--- src/rtl/team_06_pwm_out.sv ---
// team_06 audio output stage: small sample FIFO feeding an 8-bit PWM generator.
// One sample is consumed per 256-cycle period; underrun flags an empty FIFO at a period boundary.
module team_06_pwm_out #(
  parameter int          DEPTH     = 4,
  parameter logic [7:0]  IDLE_DUTY = 8'h80
) (
  input  logic                     clkdiv,
  input  logic                     rst,
  input  logic                     en,
  input  logic [7:0]               sample_in,
  input  logic                     sample_valid,
  output logic                     sample_ready,
  output logic                     pwm_out,
  output logic                     underrun,
  output logic [$clog2(DEPTH):0]   fifo_count
);

  localparam int AW = $clog2(DEPTH);
  localparam int CW = AW + 1;
  localparam logic [CW-1:0] FULL_C    = CW'(DEPTH);
  localparam logic [CW-1:0] CNT_ONE_C = CW'(1);
  localparam logic [CW-1:0] CNT_ZERO_C = CW'(0);
  localparam logic [AW-1:0] PTR_ONE_C = AW'(1);

  typedef enum logic {
    ST_DISABLED = 1'b0,
    ST_RUN      = 1'b1
  } state_t;

  logic [7:0]    mem_r [DEPTH];
  logic [AW-1:0] wptr_r;
  logic [AW-1:0] rptr_r;
  logic [CW-1:0] count_r;
  logic [7:0]    cnt_r;
  logic [7:0]    duty_r;
  logic          pwm_r;
  logic          underrun_r;

  state_t        state_s;
  logic          push_s;
  logic          pop_s;
  logic [7:0]    cnt_nxt_s;
  logic [7:0]    duty_nxt_s;
  logic          pwm_nxt_s;
  logic          underrun_nxt_s;
  logic [CW-1:0] count_nxt_s;

  assign sample_ready = (count_r != FULL_C);
  assign push_s       = sample_valid && sample_ready;
  assign pwm_out      = pwm_r;
  assign underrun     = underrun_r;
  assign fifo_count   = count_r;

  // PWM mode, counter/output next values and boundary pop/underrun decision
  always_comb begin
    state_s        = ST_DISABLED;
    cnt_nxt_s      = cnt_r;
    pwm_nxt_s      = 1'b0;
    underrun_nxt_s = 1'b0;
    pop_s          = 1'b0;
    if (en) begin
      state_s = ST_RUN;
    end else begin
      state_s = ST_DISABLED;
    end
    case (state_s)
      ST_RUN: begin
        pwm_nxt_s = (cnt_r < duty_r);
        cnt_nxt_s = cnt_r + 8'd1;
        if (cnt_r == 8'hFF) begin
          // pop decision uses occupancy before any same-cycle push
          if (count_r != CNT_ZERO_C) begin
            pop_s = 1'b1;
          end else begin
            underrun_nxt_s = 1'b1;
          end
        end else begin
          pop_s          = 1'b0;
          underrun_nxt_s = 1'b0;
        end
      end
      ST_DISABLED: begin
        cnt_nxt_s = 8'd0;
        pwm_nxt_s = 1'b0;
      end
      default: begin
        cnt_nxt_s = 8'd0;
        pwm_nxt_s = 1'b0;
      end
    endcase
  end

  // Duty reload and FIFO occupancy next values
  always_comb begin
    duty_nxt_s  = duty_r;
    count_nxt_s = count_r;
    if (pop_s) begin
      duty_nxt_s = mem_r[rptr_r];
    end else begin
      duty_nxt_s = duty_r;
    end
    case ({push_s, pop_s})
      2'b10:   count_nxt_s = count_r + CNT_ONE_C;
      2'b01:   count_nxt_s = count_r - CNT_ONE_C;
      default: count_nxt_s = count_r;
    endcase
  end

  // FIFO sample storage
  always_ff @(posedge clkdiv or posedge rst) begin
    if (rst) begin
      for (int i = 0; i < DEPTH; i++) begin
        mem_r[i] <= 8'h00;
      end
    end else if (push_s) begin
      mem_r[wptr_r] <= sample_in;
    end
  end

  // Pointers, occupancy, PWM counter, duty and registered outputs
  always_ff @(posedge clkdiv or posedge rst) begin
    if (rst) begin
      wptr_r     <= {AW{1'b0}};
      rptr_r     <= {AW{1'b0}};
      count_r    <= {CW{1'b0}};
      cnt_r      <= 8'd0;
      duty_r     <= IDLE_DUTY;
      pwm_r      <= 1'b0;
      underrun_r <= 1'b0;
    end else begin
      if (push_s) begin
        wptr_r <= wptr_r + PTR_ONE_C;
      end
      if (pop_s) begin
        rptr_r <= rptr_r + PTR_ONE_C;
      end
      count_r    <= count_nxt_s;
      cnt_r      <= cnt_nxt_s;
      duty_r     <= duty_nxt_s;
      pwm_r      <= pwm_nxt_s;
      underrun_r <= underrun_nxt_s;
    end
  end

endmodule

--- config.mk ---
export PLATFORM = sky130hd
export DESIGN_NAME = team_06_pwm_out
export DESIGN_NICKNAME = d
export VERILOG_FILES = /design/src/rtl/team_06_pwm_out.sv
export SDC_FILE = /design/constraint.sdc
export NUM_CORES = 1
export LEC_CHECK = 0
export ABC_AREA = 1
export CAP_MARGIN = 30
export CORE_MARGIN = 2
export CORE_UTILIZATION = 55
export CTS_BUF_LIST = sky130_fd_sc_hd__clkbuf_4 sky130_fd_sc_hd__clkbuf_8
export CTS_CLUSTER_SIZE = 8
export DETAILED_ROUTE_END_ITERATION = 10
export PLACE_DENSITY = 0.74
export SETUP_SLACK_MARGIN = 0.3
export SLEW_MARGIN = 30
export SYNTH_ARGS = -nofsm -noshare
export SYNTH_HDL_FRONTEND = slang
export SYNTH_SLANG_ARGS = --single-unit
--- constraint.sdc ---
create_clock -name clkdiv -period 4.95 [get_ports clkdiv]
set_input_delay 0.495 -clock clkdiv [delete_from_list [all_inputs] [get_ports clkdiv]]
set_output_delay 0.495 -clock clkdiv [all_outputs]
set_load 0.01 [all_outputs]
==> summary.md, run 1 <==
| Metric | Value |
|---|---|
| Residual overflow from global routing | `0` |
| Vias in the first global route | `roughly 2200` |
| Number of different library cells in the post-synthesis netlist | `31` |
| Max Transition Viols Final | `0` |
| Multiplexer fraction of the synthesized cell area | `0%` |
| Post-placement cell count | `around 430` |
| Slew @ Worst Pin | `approximately 0.72 ns` |
| Residual antenna-violating net count after detailed routing | `0` |
| Number of hold buffers added after cts | `0` |
| Mapped cell area | `0.00295 mm²` |
| Area after DPL | `around 0.0031 mm²` |
| Type of destination of the critical path | `flop` |
| Worst R2R Setup Slack | `approximately 2.6 ns` |
| Fin util | `64.8%` |
| Number of sinks handled by clock tree synthesis | `57` |
| Antenna violations before repair | `0` |
| Synth Area in Compound Gates | `approximately 11%` |
| Count of unresolved DRC violations after routing | `0` |
| Post-synth EDFFs | `0` |
| Most used flip-flop cell after synthesis | `sky130_fd_sc_hd__dfrtp_1` |
| Path category of the worst min-delay check | `reg2reg` |
| Worst Hold Path Cells | `2` |
| Post CTS Setup Buffer Count | `0` |
| Fillers | `between 400 and 500` |
| Slew HR | `between 50 and 60%` |
| First DRT Iteration DRCs | `approximately 190` |
| Chain of cells forming the critical path | `clkdlybuf4s50_1 > inv_2 > nor2_4 > nand3_4 > inv_1 > ha_1 > inv_1 > fa_1 > a21oi_1 > o21ai_0 > xor2_1` |
| Final setup violation count | `0` |
| FMAX | `406 MHz` |
| Buffering stage count on the worst path with inverters included | `4` |
| Fraction of the mapped netlist area in simple logic gates | `roughly a quarter` |
| Largest family of logic cells by synthesized area | `simple AND/OR/NAND/NOR gates` |
| Critical Path Most Common Cell | `sky130_fd_sc_hd__inv_1` |
| Worst-path clk slew | `0.06 ns` |
| Wire length of the first global-routing pass | `10500 µm` |
| Die width | `between 70 and 80 µm` |
| LEAKAGE | `about 1.7 nW` |
| Worst IR Drop VDD | `0.000200 V` |
| Ys async rst share | `100%` |
| TritonCTS buffer count | `9` |
| Resized Gates After CTS | `0` |
| #FFs+latches synth | `57` |
| Via count | `2310` |
| Cell Rows | `26` |
| Post-placement setup slack | `between 2 and 2.5 ns` |
| Setup CP Type | `in2reg` |
| Critical Path Source Type | `input port` |
| Fin. Hold Viols | `0` |
| Status | `finished clean` |
| Area Growth Syn to Fin | `12.8%` |
| Area of all placed cells without fillers | `around 0.0033 mm²` |
| Kind of cell adding the most delay to the critical path | `buffers and inverters` |
| Diodes inserted | `0` |
| Maximum number of pins on one net before global-route repair | `58` |
| GRT Overall Usage | `22.6%` |
| Endpoint required time on the critical path | `approximately 5.2 ns` |
| Signal arrival time at the worst endpoint | `~2.7 ns` |
| End of the worst register-to-register path | `fifo_count[2]$_DFFE_PP0P_` |
| Parity-gate share of the synthesized area counting xor and xnor cells | `about 1.1%` |
| Final worst path period need | `approximately 2.5 ns` |
| Sum Neg Setup Slack | `0 ns` |
| Vertical die dimension | `between 70 and 80 µm` |
| Total wire length | `roughly 6000 µm` |
| Highest net fanout along the worst path | `18` |
| P per Cell Area | `about 280 mW/mm²` |
| Sequential-to-total area share from yosys stat | `between 40% and 50%` |
| Yosys warns | `0` |
| RSZ-0062 raised after global routing | `false` |
| Die area | `roughly 0.0060 mm²` |
| Post-Syn Nets | `between 300 and 400` |
| Mapped Cells | `350` |
| Critical-path top delay cell | `sky130_fd_sc_hd__clkdlybuf4s50_1` |
| Fraction of final layout cells with drive strength greater than 1 | `10.7%` |
| I/O pin total | `18` |
| Buffer type at the clock tree root | `sky130_fd_sc_hd__clkbuf_8` |
| Worst setup skew after layout | `~0.0065 ns` |
| Post-route fraction of the period consumed by the critical path | `between 40% and 50%` |
| Maxcap violations | `0` |
| Cell depth of the worst flop-to-flop path | `11` |
| Synthesized area divided by synthesized cell count | `about 8.4 µm²` |
| Core footprint | `0.00514 mm²` |
| Detail Placement HPWL | `4010 µm` |
| Final weighted congestion of routability-driven global placement | `just under 0.8` |
| Post-layout nets | `between 300 and 400` |
| Port Buf Inserts | `17` |
| Adder-Cell Fraction of Synth Area | `between 6 and 7%` |
| Htree depth | `3` |
| Routed length per instance | `~13 µm` |
| CTS tree | `built` |
| Stage delay of the slowest cell on the critical path | `0.59 ns` |
| Clk_lat worst skew | `between 0.3 and 0.4 ns` |
| Vias per std cell | `about 5.2` |
| Count of TritonRoute iterations in the first routing pass | `4` |
| R2R Path Start | `cnt_r[0]$_DFF_PP0_` |
| Setup slack after layout | `2.49 ns` |
| Initial core utilization | `a little under three fifths` |
| Maximum root-to-sink buffer count | `2` |
| Worst min-delay path startpoint | `duty_r[5]$_DFFE_PP0P_` |
| Worst-case hold path end point | `duty_r[5]$_DFFE_PP0P_` |
| Non-filler instance count after layout | `around 440` |
## synthesized netlist by cell type, types with 3 or more instances
library cell              number  share of area [%]
sky130_fd_sc_hd__a21oi_1       8                1.4
sky130_fd_sc_hd__buf_4         3               0.76
sky130_fd_sc_hd__dfrtp_1      56                 47
sky130_fd_sc_hd__ha_1         13                5.5
sky130_fd_sc_hd__inv_1        29                3.7
sky130_fd_sc_hd__nand2_1     132                 17
sky130_fd_sc_hd__nand3_1      20                3.4
sky130_fd_sc_hd__nor2_1       14                1.8
sky130_fd_sc_hd__nor2_4        5                1.9
sky130_fd_sc_hd__o21ai_0      33                5.6
sky130_fd_sc_hd__o21ai_1       5               0.85
sky130_fd_sc_hd__o21ai_2       8                2.4
## cell type report
class                      instances  area [µm²]  area share, %
sequential                        57        1430           42.8
multi-input combinational        252        1320           39.6
tap                               70        87.6           2.63
inverter                          32         120           3.60
clock buffer                      12         159           4.77
timing repair buffer              18         178           5.33
clock inverter                     3        40.0           1.20
## cell families (layout without fill, tap and decap cells)
kind of cell    Yosys count  count (layout)
compound gates           56              56
buf+inv                  41              65
simple gates            179             179
flops                    57              57
xor+xnor                  3               3
fa+ha+maj                14              14
## how the worst max path moves through the flow
stage / from / end / slack [ns] / cells after the start
detailed placement: en / fifo_count[2]$_DFFE_PP0P_ / 2.12 / 11
finish: en / fifo_count[2]$_DFFE_PP0P_ / 2.49 / 11
floorplan: cnt_r[0]$_DFF_PP0_ / fifo_count[2]$_DFFE_PP0P_ / 2.79 / 12
global route: en / fifo_count[2]$_DFFE_PP0P_ / 2.31 / 11
global placement: en / fifo_count[2]$_DFFE_PP0P_ / 2.20 / 11
CTS: en / fifo_count[2]$_DFFE_PP0P_ / 2.48 / 11
## power breakdown
group	switching (mW)	internal, mW
Sequential	0.00226	0.469
Clock	0.179	0.261
Combinational	0.0203	0.0137
Total	0.202	0.743
## metal layers
metal / track usage [%] / up-vias / wire length [µm]
met4: 10.9 / 0 / 121
met2: 35.9 / 41 / 2900
met1: 30.1 / 1099 / 2690
met5: 0 / - / 0
met3: 3.88 / 9 / 236
li1: - / 1161 / -
## placed cells by master (no fill, tap or decap), types with 2 or more instances in the layout
cell type | Yosys | final
sky130_fd_sc_hd__nand2_1 | 132 | 132
sky130_fd_sc_hd__nor2_4 | 5 | 5
sky130_fd_sc_hd__dfrtp_1 | 56 | 56
sky130_fd_sc_hd__inv_1 | 29 | 28
sky130_fd_sc_hd__nor2_1 | 14 | 14
sky130_fd_sc_hd__inv_2 | 2 | 3
sky130_fd_sc_hd__o21ai_1 | 5 | 5
sky130_fd_sc_hd__a21oi_1 | 8 | 8
sky130_fd_sc_hd__o21ai_2 | 8 | 8
sky130_fd_sc_hd__o21ai_0 | 33 | 33
sky130_fd_sc_hd__nand2_4 | 2 | 2
sky130_fd_sc_hd__clkbuf_8 | 0 | 11
sky130_fd_sc_hd__clkdlybuf4s50_1 | 0 | 17
sky130_fd_sc_hd__nor3_1 | 2 | 2
sky130_fd_sc_hd__nand3_1 | 20 | 20
sky130_fd_sc_hd__clkinv_2 | 0 | 2
sky130_fd_sc_hd__ha_1 | 13 | 13
## stage by stage
step / hold slack (ns) / power [mW]
floorplan: 0.446 / 0.494
global placement: 0.465 / 0.513
detailed placement: 0.469 / 0.514
CTS: 0.483 / 0.953
global route: 0.507 / 0.981
finish: 0.482 / 0.945
## registers in the layout, indices dropped and copies added, names as in the netlist
signal      cells
rptr_r          2
mem_r          32
cnt_r           8
fifo_count      3
underrun        1
wptr_r          2
duty_r          8
pwm_out         1
## worst register-to-register path, delay by kind of cell, from the launching register on
kind                       cells  cell delay [ns]
AOI/OAI and AO/OA              2             0.25
xor gates and xnor gates       1             0.15
adders and majority gates      3             0.71
buffers and inverters          2             0.18
DFF                            1             0.39
and+or+nand+nor                3             0.52
(Power assumes the default switching activity.)
==> run 2: changes to the inputs <==
Clock period 4.95 ns to 2.5 ns, I/O delays scaled along.
==> run 2 against run 1 <==
  * Global-route usage decreased by 0.84 points
  * Count of clock-buffer cells in the layout grew 1
  * Final cell count grew 1.6%
  * Combinational power grew 120%
  * Die area did not move
  * Sequential power grew 98%
  * Highest routed layer unchanged
  * Worst hold slack got worse by 0.23 ns
  * First-iteration DRC count decreased by 34%
==> summary.md, run 2 (synthesis gave the netlist of run 1 again) <==
| Metric | Value |
|---|---|
| Kind of cell adding the most delay to the critical path | `adder cells` |
| Final weighted congestion of routability-driven global placement | `about 0.83` |
| Cell Rows | `26` |
| Area Growth Syn to Fin | `14.4%` |
| Vias per std cell | `4.96` |
| Clk_lat worst skew | `~0.33 ns` |
| Fin util | `between 60 and 70%` |
| LEAKAGE | `about 1.7 nW` |
| Chain of cells forming the critical path | `ha_2 > nand2_1 > nor2_4 > nand3_4 > inv_1 > ha_1 > inv_1 > fa_1 > a21oi_1 > o21ai_1 > xor2_1` |
| Most common cell after layout, fill and taps aside | `sky130_fd_sc_hd__nand2_1` |
| Registers with the highest flip-flop counts | `mem_r (32), cnt_r (8), duty_r (8)` |
| RSZ-0062 raised after global routing | `false` |
| I/O pin total | `18` |
| Htree depth | `3` |
| Number of hold buffers added after cts | `0` |
| Most used cells in the layout excluding fill and tap cells | `132 x sky130_fd_sc_hd__nand2_1, 56 x sky130_fd_sc_hd__dfrtp_1, 32 x sky130_fd_sc_hd__o21ai_0` |
| Wire length of the first global-routing pass | `approximately 10000 µm` |
| Port Buf Inserts | `17` |
| Setup slack after layout | `roughly 0.46 ns` |
| Final setup violation count | `0` |
| Vertical die dimension | `a little under 80 µm` |
| Residual overflow from global routing | `0` |
| P per Cell Area | `526 mW/mm²` |
| Path category of the worst min-delay check | `in2async` |
| Stage delay of the slowest cell on the critical path | `about 0.38 ns` |
| Critical Path Source Type | `flop` |
| Fin. Hold Viols | `0` |
| Most flop-heavy register | `mem_r` |
| Highest net fanout along the worst path | `3` |
| GRT Overall Usage | `roughly 22%` |
| Diodes inserted | `0` |
| Post-placement setup slack | `roughly 0.15 ns` |
| Max Transition Viols Final | `0` |
| Final worst path period need | `just over 2 ns` |
| Core footprint | `approximately 0.005 mm²` |
| CTS tree | `built` |
| Antenna violations before repair | `0` |
| Detail Placement HPWL | `between 3000 and 4000 µm` |
| Vias in the first global route | `between 2000 and 2500` |
| Slew HR | `between 60% and 70%` |
| Residual antenna-violating net count after detailed routing | `0` |
| Die width | `between 70 and 80 µm` |
| Slew @ Worst Pin | `roughly 0.46 ns` |
| Critical-path top delay cell | `sky130_fd_sc_hd__fa_1` |
| Die area | `around 0.0060 mm²` |
| Worst IR Drop VDD | `0.000322 V` |
| Area of combinational cells with multiple inputs | `0.00133 mm²` |
| Signal arrival time at the worst endpoint | `around 2.3 ns` |
| FMAX | `roughly 490 MHz` |
| Worst setup skew after layout | `0.00780 ns` |
| TritonCTS buffer count | `9` |
| Via count | `2239` |
| Fillers | `~470` |
| Initial core utilization | `57.5%` |
| Maximum number of pins on one net before global-route repair | `39` |
| Buffer type at the clock tree root | `sky130_fd_sc_hd__clkbuf_8` |
| Maxcap violations | `0` |
| Sum Neg Setup Slack | `0 ns` |
| Worst-path clk slew | `~0.060 ns` |
| Critical Path Most Common Cell | `sky130_fd_sc_hd__inv_1` |
| Routed length per instance | `roughly 13 µm` |
| Type of destination of the critical path | `flop` |
| Count of unresolved DRC violations after routing | `0` |
| Fraction of final layout cells with drive strength greater than 1 | `around 13%` |
| Count of TritonRoute iterations in the first routing pass | `5` |
| Number of flip-flops in the largest register | `32` |
| Post-layout nets | `roughly 400` |
| Setup CP Type | `reg2reg` |
| Number of sinks handled by clock tree synthesis | `between 50 and 60` |
| Endpoint required time on the critical path | `~2.7 ns` |
| Total wire length | `between 5000 and 6000 µm` |
| Post-route fraction of the period consumed by the critical path | `around four fifths` |
| Buffering stage count on the worst path with inverters included | `2` |
| Status | `finished clean` |
| First DRT Iteration DRCs | `~120` |
| Maximum root-to-sink buffer count | `2` |
| Register cell area after layout | `roughly 0.0014 mm²` |
## run 2: cell types whose count changed in the layout (fill, tap and decap cells not counted), sizes merged
cell / before / now
buf: 1 / 7
bufinv: 1 / 0
clkbuf: 12 / 13
clkinv: 3 / 4
## run 2: layout make-up
cell class	count	share of cell area (%)
clock buffer	13	4.92
inverter	32	3.55
multi-input combinational	252	39.3
sequential	57	42.2
timing repair buffer	24	6.96
tap	70	2.59
clock inverter	3	0.444
## run 2: stage by stage
step           cell area, µm²  hold WS [ns]  total power, mW  instances
6_report                 3380         0.253             1.78        451
5_1_grt                  3380         0.309             1.86        451
4_1_cts                  3360         0.268             1.79        449
3_5_place_dp             3180         0.470             1.02        433
3_3_place_gp             3180         0.464             1.02        433
2_1_floorplan            2950         0.350            0.979        350
## run 2: routing by layer
layer,GRT usage (%),vias to the layer above,share of wire [%]
met2,34.9,48,46
met3,3.18,10,4.3
li1,-,1168,-
met4,8.57,0,1.9
met1,29.9,1013,48
met5,0,-,0
## run 2: repair_timing
item,in CTS,in global routing
buffers inserted,0,2
endpoints found under the setup margin,0,1
resized for setup,0,3
## run 2: path summary, 6_finish.rpt
path / from / end / slack, ns / cells after the start
worst max-delay path: cnt_r[1]$_DFF_PP0_ / fifo_count[2]$_DFFE_PP0P_ / 0.46 / 11
worst min-delay path: rst / cnt_r[0]$_DFF_PP0_ / 0.25 / 2
worst max register to register: cnt_r[1]$_DFF_PP0_ / fifo_count[2]$_DFFE_PP0P_ / 0.46 / 11
worst min register to register: duty_r[6]$_DFFE_PP0P_ / duty_r[6]$_DFFE_PP0P_ / 0.48 / 2
max in group asynchronous: rst / duty_r[7]$_DFFE_PP1P_ / 1.63 / 3
min in group clkdiv: duty_r[6]$_DFFE_PP0P_ / duty_r[6]$_DFFE_PP0P_ / 0.48 / 2
## run 2: power by group
group	internal, mW	switching [mW]	total, mW
clock	0.431	0.342	0.772
combinational	0.0328	0.0415	0.0743
sequential	0.928	0.00392	0.932
==> run 3: changes to the inputs <==
Settings changed: PLACE_DENSITY 0.74 to 0.77.
Clock period 2.5 ns to 1.7 ns, I/O delays scaled along.
==> run 3 against run 2 <==
  * Design area grew 13%
  * Sequential share of layout area shrank 5.0 points
  * Count of clock-buffer cells in the layout grew 1
  * Critical endpoint unchanged
  * The flow now finishes with violations (setup timing)
  * Critical path depth unchanged
  * Wire length increased by 24%
  * Register-to-register slack worse by 0.63 ns
  * Highest routed layer unchanged
  * Global-route usage is 2.4 points higher
  * Setup slack got worse by 0.63 ns
  * Clock power up 48%
  * Worst hold slack worse by 0.020 ns
  * Clock skew down 0.0039 ns
  * Total power grew 49%
==> summary.md, run 3 (synthesis gave the netlist of run 1 again) <==
| Metric | Value |
|---|---|
| Residual antenna-violating net count after detailed routing | `0` |
| Failing checks | `setup timing` |
| Registers with the highest flip-flop counts | `mem_r (32), cnt_r (8), duty_r (8)` |
| Maximum number of pins on one net before global-route repair | `39` |
| Post-route fraction of the period consumed by the critical path | `110%` |
| Status | `finished, violations left` |
| Diodes inserted | `0` |
| Slew HR | `between 60% and 70%` |
| Fraction of final layout cells with drive strength greater than 1 | `roughly a quarter` |
| Vias in the first global route | `2485` |
| Critical-path top delay cell | `sky130_fd_sc_hd__dfrtp_1` |
| CTS tree | `built` |
| Final weighted congestion of routability-driven global placement | `0.800` |
| Cell-internal power | `2.07 mW` |
| Switching power as a share of total power | `21.9%` |
| Setup slack after layout | `-0.171 ns` |
| Sum Neg Setup Slack | `-0.197 ns` |
| Max Transition Viols Final | `0` |
| Number of hold buffers added after cts | `0` |
| Antenna violations before repair | `0` |
| Fin. Hold Viols | `0` |
| Maximum root-to-sink buffer count | `2` |
| Number of flip-flops in the largest register | `32` |
| Cell Rows | `26` |
| Chain of cells forming the critical path | `ha_4 > nand2_4 > nor2_4 > nand3_4 > inv_2 > ha_4 > inv_2 > fa_2 > a21oi_2 > o21ai_2 > xor2_1` |
| Highest net fanout along the worst path | `2` |
| Maxcap violations | `0` |
| Combinational fraction of design power | `under 10%` |
| RSZ-0062 raised after global routing | `true` |
| Htree depth | `3` |
| Initial core utilization | `roughly 57%` |
| Residual overflow from global routing | `0` |
| Post-layout nets | `between 400 and 500` |
| Signal arrival time at the worst endpoint | `2.09 ns` |
| Worst IR Drop VDD | `0.000612 V` |
| Type of destination of the critical path | `flop` |
| TritonCTS buffer count | `9` |
| Buffer type at the clock tree root | `sky130_fd_sc_hd__clkbuf_8` |
| Via count | `2528` |
| Net Sw Power | `0.580 mW` |
| Endpoint required time on the critical path | `1.92 ns` |
| Most used cells in the layout excluding fill and tap cells | `124 x sky130_fd_sc_hd__nand2_1, 56 x sky130_fd_sc_hd__dfrtp_1, 27 x sky130_fd_sc_hd__o21ai_0` |
| First DRT Iteration DRCs | `95` |
| Wire length of the first global-routing pass | `11000 µm` |
| GRT Overall Usage | `around a quarter` |
| Worst Hold Slack | `approximately 0.23 ns` |
| Worst setup skew after layout | `between 0.003 and 0.004 ns` |
| Die area | `0.00597 mm²` |
| Critical Path Source Type | `flop` |
| Worst-path clk slew | `0.06 ns` |
| Most common cell after layout, fill and taps aside | `sky130_fd_sc_hd__nand2_1` |
| I/O pin total | `18` |
| Power, Total | `around 2.7 mW` |
| Count of unresolved DRC violations after routing | `0` |
| Die width | `about 77 µm` |
| Number of sinks handled by clock tree synthesis | `57` |
| Total wire length | `7040 µm` |
| Slew @ Worst Pin | `approximately 0.48 ns` |
| Routed length per instance | `14.7 µm` |
| Detail Placement HPWL | `approximately 4300 µm` |
| LEAKAGE | `~1.9 nW` |
| Stage delay of the slowest cell on the critical path | `0.39 ns` |
| Final setup violation count | `2` |
| Core footprint | `~0.005 mm²` |
| Clk_lat worst skew | `approximately 0.34 ns` |
| Vertical die dimension | `77.3 µm` |
| Setup CP Type | `reg2reg` |
| Count of TritonRoute iterations in the first routing pass | `4` |
| Final worst path period need | `1.87 ns` |
| FMAX | `between 500 and 600 MHz` |
| Vias per std cell | `5.27` |
| Share of total power in the clock network | `a little over two fifths` |
| Port Buf Inserts | `17` |
| Post-placement cell count | `449` |
| Non-filler instance count after layout | `480` |
| Most flop-heavy register | `mem_r` |
| Proportion of power drawn by flip-flops and latches | `51.7%` |
| P per Cell Area | `roughly 700 mW/mm²` |
| Path category of the worst min-delay check | `in2async` |
| Area Growth Syn to Fin | `29.6%` |
run 3: routing by layer:
layer	track usage [%]	wire, µm	vias up
met5	0	0	-
met2	40.8	3690	70
met4	12.0	122	0
met3	6.94	354	11
met1	28.0	2880	1211
li1	-	-	1236
run 3: power by group through the flow:
stage	Combinational [mW]	Sequential, mW	Clock (mW)
detailed placement	0.124	1.39	0
CTS	0.129	1.37	1.16
global placement	0.123	1.39	0
global route	0.156	1.37	1.22
finish	0.140	1.37	1.14
floorplan	0.0451	1.40	0
run 3: final timing paths:
path                                      start                         to  slack, ns  cells after the start
setup / recovery             cnt_r[0]$_DFF_PP0_  fifo_count[2]$_DFFE_PP0P_      -0.17                     11
hold / removal                              rst  fifo_count[2]$_DFFE_PP0P_       0.23                      2
setup reg to reg             cnt_r[0]$_DFF_PP0_  fifo_count[2]$_DFFE_PP0P_      -0.17                     11
hold reg to reg            mem_r[1]$_DFFE_PP0P_       mem_r[1]$_DFFE_PP0P_       0.48                      2
max in group asynchronous                   rst      mem_r[31]$_DFFE_PP0P_       0.97                      3
min in group clkdiv                sample_in[7]       mem_r[7]$_DFFE_PP0P_       0.47                      3
run 3: final cells by class:
type | instances | area, µm²
clock buffer | 14 | 174
fill | 385 | 1310
inverter | 32 | 128
multi-input combinational | 253 | 1450
sequential | 57 | 1430
tap | 70 | 87.6
timing repair buffer | 54 | 561
run 3: timing repair:
item / in CTS / in global routing
cloned: 0 / 4
buffers inserted: 7 / 6
pin swaps: 11 / 29
resized for setup: 13 / 35
endpoints found under the setup margin: 42 / 49
run 3: per-stage QoR:
stage                     utilization (%)  setup WS [ns]  area, µm²
after global placement               64.7         -0.253       3320
after CTS                            69.4         -0.169       3570
after global routing                 74.5         -0.232       3830
after floorplan                         -         -0.320       2980
after detailed placement             64.7         -0.295       3320
final                                74.5         -0.171       3830
run 3: worst max-delay path: cells and delay by family, from the launching register on:
family                     cells  cell delay (ns)
buffers and inverters          2             0.11
DFF                            1             0.39
adders and majority gates      3             0.66
AOI/OAI and AO/OA              2             0.21
and+or+nand+nor                3             0.25
xor gates and xnor gates       1             0.14
